$ cat config.mk
export PLATFORM = sky130hd
export DESIGN_NAME = zero_scan_stream
export DESIGN_NICKNAME = d
export VERILOG_FILES = /design/src/rtl/zero_scan_stream.sv
export SDC_FILE = /design/constraint.sdc
export NUM_CORES = 1
export LEC_CHECK = 0
export CAP_MARGIN = 20
export CORE_MARGIN = 2
export CORE_UTILIZATION = 44
export CTS_BUF_LIST = sky130_fd_sc_hd__clkbuf_2
export CTS_CLUSTER_DIAMETER = 60
export DETAILED_ROUTE_END_ITERATION = 6
export DONT_BUFFER_PORTS = 1
export GPL_TIMING_DRIVEN = 0
export PLACE_DENSITY = 0.65
export SYNTH_ARGS = -nofsm -noshare
export SYNTH_HDL_FRONTEND = slang
export SYNTH_SLANG_ARGS = --single-unit
$ cat constraint.sdc
create_clock -name clk -period 2.1 [get_ports clk]
set_input_delay 0.42 -clock clk [delete_from_list [all_inputs] [get_ports clk]]
set_output_delay 0.42 -clock clk [all_outputs]
set_load 0.02 [all_outputs]
$ cat src/rtl/zero_scan_stream.sv
// Framed zero scanner: per frame reports all-zero flag, first non-zero index,
// non-zero word count and frame length, all saturating at 2^CNT_W-1.
module zero_scan_stream #(
  parameter int WIDTH = 32,
  parameter int CNT_W = 8
) (
  input  logic             clk,
  input  logic             reset,
  input  logic             in_valid,
  output logic             in_ready,
  input  logic [WIDTH-1:0] in_data,
  input  logic             in_last,
  output logic             out_valid,
  input  logic             out_ready,
  output logic             out_zero,
  output logic [CNT_W-1:0] out_first_nz,
  output logic [CNT_W-1:0] out_nz_count,
  output logic [CNT_W-1:0] out_len,
  output logic             out_ovf
);

  typedef enum logic {ACC, DONE} state_t;

  localparam logic [CNT_W-1:0] MAX = '1;

  state_t           state, state_nxt;
  logic             all_zero, seen, ovf;
  logic [CNT_W-1:0] idx, first_nz, nz_count;

  logic             word_zero, accept, idx_at_max;
  logic             all_zero_n, seen_n, ovf_n;
  logic [CNT_W-1:0] idx_n, first_nz_n, nz_count_n;

  assign in_ready  = (state == ACC);
  assign out_valid = (state == DONE);
  assign word_zero = ~|in_data;
  assign accept    = in_valid && in_ready;

  // Accumulator update for the current word; idx_n doubles as the frame length
  // when the word is the last one.
  always_comb begin
    idx_at_max = (idx == MAX);
    all_zero_n = all_zero & word_zero;
    seen_n     = seen | ~word_zero;
    first_nz_n = (!seen && !word_zero) ? idx : first_nz;
    nz_count_n = (!word_zero && nz_count != MAX) ? nz_count + CNT_W'(1) : nz_count;
    idx_n      = idx_at_max ? idx : idx + CNT_W'(1);
    ovf_n      = ovf | idx_at_max;
  end

  always_comb begin
    state_nxt = state;
    case (state)
      ACC:  if (accept && in_last) state_nxt = DONE;
      DONE: if (out_ready)         state_nxt = ACC;
      default:                     state_nxt = ACC;
    endcase
  end

  always_ff @(posedge clk) begin
    if (reset) state <= ACC;
    else       state <= state_nxt;
  end

  always_ff @(posedge clk) begin
    if (reset) begin
      all_zero     <= 1'b1;
      seen         <= 1'b0;
      ovf          <= 1'b0;
      idx          <= '0;
      first_nz     <= '0;
      nz_count     <= '0;
      out_zero     <= 1'b0;
      out_first_nz <= '0;
      out_nz_count <= '0;
      out_len      <= '0;
      out_ovf      <= 1'b0;
    end else if (accept) begin
      if (in_last) begin
        out_zero     <= all_zero_n;
        out_first_nz <= first_nz_n;
        out_nz_count <= nz_count_n;
        out_len      <= idx_n;
        out_ovf      <= ovf_n;
        all_zero     <= 1'b1;
        seen         <= 1'b0;
        ovf          <= 1'b0;
        idx          <= '0;
        first_nz     <= '0;
        nz_count     <= '0;
      end else begin
        all_zero <= all_zero_n;
        seen     <= seen_n;
        ovf      <= ovf_n;
        idx      <= idx_n;
        first_nz <= first_nz_n;
        nz_count <= nz_count_n;
      end
    end
  end

endmodule

==> results of run 1 <==
## report_power, final
| group | leakage [nW] | switching [W] | internal, W |
|---|---|---|---|
| Sequential | 0.437 | 0.0000186 | 0.00104 |
| Combinational | 0.499 | 0.000104 | 0.0000474 |
| Clock | 0.0291 | 0.000319 | 0.0000863 |
## layer usage
metal	share of wire, %	GRT usage, %	up-vias
met1	47	27.1	1100
met2	46	31.2	78
met3	6.7	4.78	6
met5	0	0	-
met4	1.1	6.56	0
li1	-	-	1124
## per-stage QoR
| stage | hold slack [ps] | utilization [%] | std cells |
|---|---|---|---|
| final | 176 | 48.3 | 380 |
| after global routing | 165 | 48.3 | 380 |
| after CTS | 14.4 | 48.0 | 379 |
| after detailed placement | 453 | 47.4 | 372 |
| after global placement | 449 | 47.4 | 372 |
| after floorplan | 440 | - | 297 |
## worst register-to-register path: stages (launching register included)
cell	delay [ps]
dfxtp_1	500
ha_1	240
nand2_1	120
o32ai_4	430
buf_8	190
nor3_1	70
a221o_1	340
## registers in the layout (all words and copies together) (netlist names)
signal / flops
all_zero: 1
first_nz: 8
idx: 8
nz_count: 8
out_first_nz: 8
out_len: 8
out_nz_count: 8
out_ovf: 1
out_valid: 1
out_zero: 1
ovf: 1
seen: 1
## cell usage after synthesis, types with 3 or more instances
library cell | n | area share, %
or3_1 | 3 | 0.69
a221o_1 | 4 | 1.5
nor2_1 | 16 | 2.2
o21ai_0 | 20 | 3.7
a32o_1 | 3 | 1.1
o211ai_1 | 3 | 0.83
a32oi_1 | 9 | 2.9
nand3_1 | 9 | 1.7
inv_1 | 4 | 0.55
mux2i_1 | 12 | 4.4
a31oi_1 | 5 | 1.1
dfxtp_1 | 54 | 40
nand2_1 | 42 | 5.8
buf_2 | 9 | 1.7
o311a_1 | 4 | 1.5
nor4_4 | 6 | 4.7
a21oi_1 | 20 | 3.7
or4_1 | 5 | 1.4
nor3_1 | 9 | 1.7
nand4_1 | 3 | 0.69
clkbuf_1 | 9 | 1.2
## worst max path at each step
stage | slack [ps] | from | endpoint | cells past startpoint
final | 150 | nz_count[0] | nz_count[5] | 6
after global routing | 20 | idx[0] | idx[5] | 7
after CTS | 80 | idx[0] | idx[5] | 7
after detailed placement | -110 | in_last | out_len[2] | 6
after global placement | -80 | in_last | out_len[2] | 6
after floorplan | 290 | in_data[24] | out_first_nz[6] | 6
## layout make-up
cell class	count	area, um2	share of cell area (%)
clock buffer	7	35.0	1.22
inverter	5	18.8	0.652
sequential	54	1080	37.7
timing repair buffer	1	10.0	0.348
buffer	23	141	4.92
tap	75	93.8	3.26
multi-input combinational	215	1490	51.9
## timing repair
| action | CTS | global route |
|---|---|---|
| gates cloned | 0 | 0 |
| hold buffers | 0 | 1 |
| hold endpoints to repair | 0 | 1 |
| setup endpoints to repair | 2 | 8 |
| gates resized for setup | 1 | 3 |
## kinds of logic after synthesis
kind of cell / synth area share (%)
adder cells (fa/ha/maj): 0.917
AND/OR/NAND/NOR: 24.7
flip-flops: 39.6
AO/OA/AOI/OAI: 23.2
multiplexers: 4.40
XOR/XNOR: 1.28
buffers and inverters: 5.83
==> metrics.txt, run 1 <==
FF+latch count, synth=54; Initial Util=45.8%; P_leak=0.965 nW; Final Setup Violations=0; Crit Path Max Fanout=10; HP Start=reset; R2R Path Start=nz_count[0]; GRT Total Usage=20.0%; diode count=0; Most used DFF post-synth=dfxtp_1; Filler cells=579; # IOs=65; Reg clk slew, reported paths=260 ps; Syn Inst Count=297; Bufs on Longest Clock Path=2; # Post-CTS Setup Buffers=0; reg-to-reg critical path endpoint=nz_count[5]; Final Cell Area=2880 um2; async set-reset flop share out of synthesis=0%; Max Cap Viol=0; Hold Crit Class=in -> reg; FF-to-FF path depth=6; sequential-to-total area share from yosys stat=39.6%; die area=6850 um2; commonest non-fill, non-tap cells in the layout=dfxtp_1 (52), nand2_1 (42), a21oi_1 (20), o21ai_0 (20), nor2_1 (16); DRT Pass-1 Iters=4; overall die height=82.7 um; Final Hold Viols=0; core area=5960 um2; # rows=28; EDFF count, synth=0; crit-path max cell delay=500 ps; clk_skew=20.9 ps; outcome=completed; PnR worst setup slack=147 ps; min cycle time layout=1950 ps; hold path depth=2; Via density=6.07; worst setup path class=reg -> reg; total power=0.00162 W; H-tree Lvls=2; fin crit share=93.0%; fraction of layout cells with a size suffix above 1=13.1%; area grow syn2layout=5.46%; worst-path cell chain=ha_1 > nand2_1 > o32ai_4 > buf_8 > nor3_1 > a221o_1; CP Capture Type=register; number of CTS-inserted buffers=5; Reg2Reg Setup Slack=150 ps; first-pass GRT wire length=10300 um; grt ovf=0; Routed Antenna Nets=0; CP Launch Type=register; CP bufs+invs=1; Post-Syn Area=2730 um2; routed len/inst=17.1 um; Post-route DRC=0; placed inst area=2820 um2; most common cell after layout, fill and taps aside=dfxtp_1; Post-Syn Nets=336; pin count of the biggest net entering global routing=15; Max stage delay cell, worst path=dfxtp_1; Clock Latency Late Sink=450 ps; RSZ-0062 raised after global routing=no; Max Transition Viols Final=0; CTS root buf=clkbuf_2; initial antenna violation count=0; Endpoint, Worst Hold=idx[2]; Slew HR=59.2%; CP Data Required Time=2470 ps; routed via count=2308; GP Congestion=0.895; cell family with most CP delay=compound AO/OA/AOI/OAI gates; Iter 0 DRT Violations=145; CTS tree=yes; Slew @ Worst Pin=612 ps; Max Clk Rate=512 MHz; HPWL after detailed placement=4680 um; setup_tns=0 ps; Yosys warning total=0; final wirelength=6500 um; die width=82.7 um; Clock Sink Count=54; post-synth cell types=54; vias in the first global route=2042; Pwr Density=562 nW/um2; Critical Path AT=2330 ps; Port Buf Inserts=0; Syn Area/Cell=9.18 um2; peak supply drop=0.000233 V; pre-CTS setup slack=-108 ps; Final Net Count=344
Power figures use the tool's default switching activity.
==> run 2: changes to the inputs <==
Settings changed: SKIP_CTS_REPAIR_TIMING set to 1.
==> metrics.txt, run 2 (synthesis gave the netlist of run 1 again) <==
DRT Pass-1 Iters=4 (unchanged); clk_skew=20.9 ps (about the same); outcome=completed (unchanged); fraction of layout cells with a size suffix above 1=13.1% (unchanged); worst-path cell chain=ha_1 > nand2_1 > o32ai_4 > buf_8 > nor3_1 > a221o_1 (unchanged); Final Setup Violations=0 (unchanged); CP Data Required Time=2470 ps (about the same); CP bufs+invs=1 (unchanged); diode count=0 (unchanged); min cycle time layout=1950 ps (unchanged); routed len/inst=17.1 um (about the same); P_leak=0.965 nW (about the same); # rows=28 (unchanged); RSZ-0062 raised after global routing=no (unchanged); CP Launch Type=register (unchanged); Reg clk slew, reported paths=260 ps (about the same); number of CTS-inserted buffers=5 (unchanged); routed via count=2304 (was 2308); final wirelength=6490 um (was 6500 um); Crit Path Max Fanout=10 (unchanged); most common cell after layout, fill and taps aside=dfxtp_1 (unchanged); Final Net Count=344 (unchanged); Initial Util=45.8% (unchanged); commonest non-fill, non-tap cells in the layout=dfxtp_1 (52), nand2_1 (42), a21oi_1 (20), o21ai_0 (20), nor2_1 (16) (unchanged); Critical Path AT=2330 ps (about the same); Iter 0 DRT Violations=145 (unchanged); Clock Latency Late Sink=450 ps (about the same); fin crit share=93.0% (unchanged); GP Congestion=0.895 (unchanged); Final Hold Viols=0 (unchanged); Post-route DRC=0 (unchanged); Via density=6.06 (was 6.07); FF-to-FF path depth=6 (unchanged); cell family with most CP delay=compound AO/OA/AOI/OAI gates (unchanged); Slew HR=59.2% (unchanged); grt ovf=0 (unchanged); Port Buf Inserts=0 (unchanged); HPWL after detailed placement=4680 um (unchanged); first-pass GRT wire length=10300 um (unchanged); reg-to-reg critical path endpoint=nz_count[5] (unchanged); # IOs=65 (unchanged); Max Transition Viols Final=0 (unchanged); CTS root buf=clkbuf_2 (unchanged); core area=5960 um2 (unchanged); Finished Core Util=48.3% (unchanged); Max Clk Rate=512 MHz (unchanged); R2R Path Start=nz_count[0] (unchanged); Hold Crit Class=in -> reg (unchanged); CTS tree=yes (unchanged); die area=6850 um2 (unchanged); Bufs on Longest Clock Path=2 (unchanged); GRT Total Usage=20.0% (unchanged); Clock Sink Count=54 (unchanged); peak supply drop=0.000233 V (about the same); overall die height=82.7 um (unchanged); H-tree Lvls=2 (unchanged); Max Cap Viol=0 (unchanged); Endpoint, Worst Hold=idx[2] (unchanged); CP Capture Type=register (unchanged); initial antenna violation count=0 (unchanged); HP Start=reset (unchanged); vias in the first global route=2042 (unchanged); Pwr Density=562 nW/um2 (about the same); placed inst area=2820 um2 (unchanged); Hold WS=176 ps (about the same); total power=0.00162 W (about the same); hold path depth=2 (unchanged); area grow syn2layout=5.46% (unchanged); Final Cell Area=2880 um2 (unchanged); Slew @ Worst Pin=612 ps (unchanged); Reg2Reg Setup Slack=150 ps (about the same); Max stage delay cell, worst path=dfxtp_1 (unchanged); Routed Antenna Nets=0 (unchanged); crit-path max cell delay=500 ps (about the same); die width=82.7 um (unchanged); worst setup path class=reg -> reg (unchanged); pin count of the biggest net entering global routing=15 (unchanged)
run 2: cell count changes in the layout (fill, tap and decap cells not counted):
cell      previous run  this run
buf_2               10         9
clkbuf_2             7         8
run 2: worst max-delay path by stage:
stage	start	endpoint	slack (ps)	cells past startpoint
5_1_grt	idx[0]	idx[5]	20	7
2_1_floorplan	in_data[24]	out_first_nz[6]	290	6
3_3_place_gp	in_last	out_len[2]	-80	6
6_report	nz_count[0]	nz_count[5]	150	6
4_1_cts	out_valid	out_len[3]	-7	7
3_5_place_dp	in_last	out_len[2]	-110	6
run 2: layout make-up:
type / instances / area, um2
Fill cell: 579 / 3080
Inverter: 5 / 18.8
Sequential cell: 54 / 1080
Tap cell: 75 / 93.8
Clock buffer: 7 / 35.0
Multi-Input combinational cell: 215 / 1490
Buffer: 23 / 141
Timing Repair Buffer: 1 / 10.0
run 2: layer usage:
metal,up-vias,global-route usage [%],part of all wire (%)
li1,1125,-,-
met5,-,0,0
met1,1097,27.1,47
met4,0,6.56,1.1
met2,76,31.2,46
met3,6,4.78,6.6
run 2: power breakdown:
part / total (W) / switching [W] / internal, W
logic: 0.000151 / 0.000104 / 0.0000474
registers: 0.00106 / 0.0000186 / 0.00104
clock network: 0.000406 / 0.000320 / 0.0000863
run 2: stage by stage:
stage,setup TNS (ps),instances,worst slack (ps)
2_1_floorplan,0,297,290
3_3_place_gp,-84.4,372,-84.4
3_5_place_dp,-108,372,-108
4_1_cts,-11.0,379,-7.43
5_1_grt,0,380,20.7
6_report,0,380,147
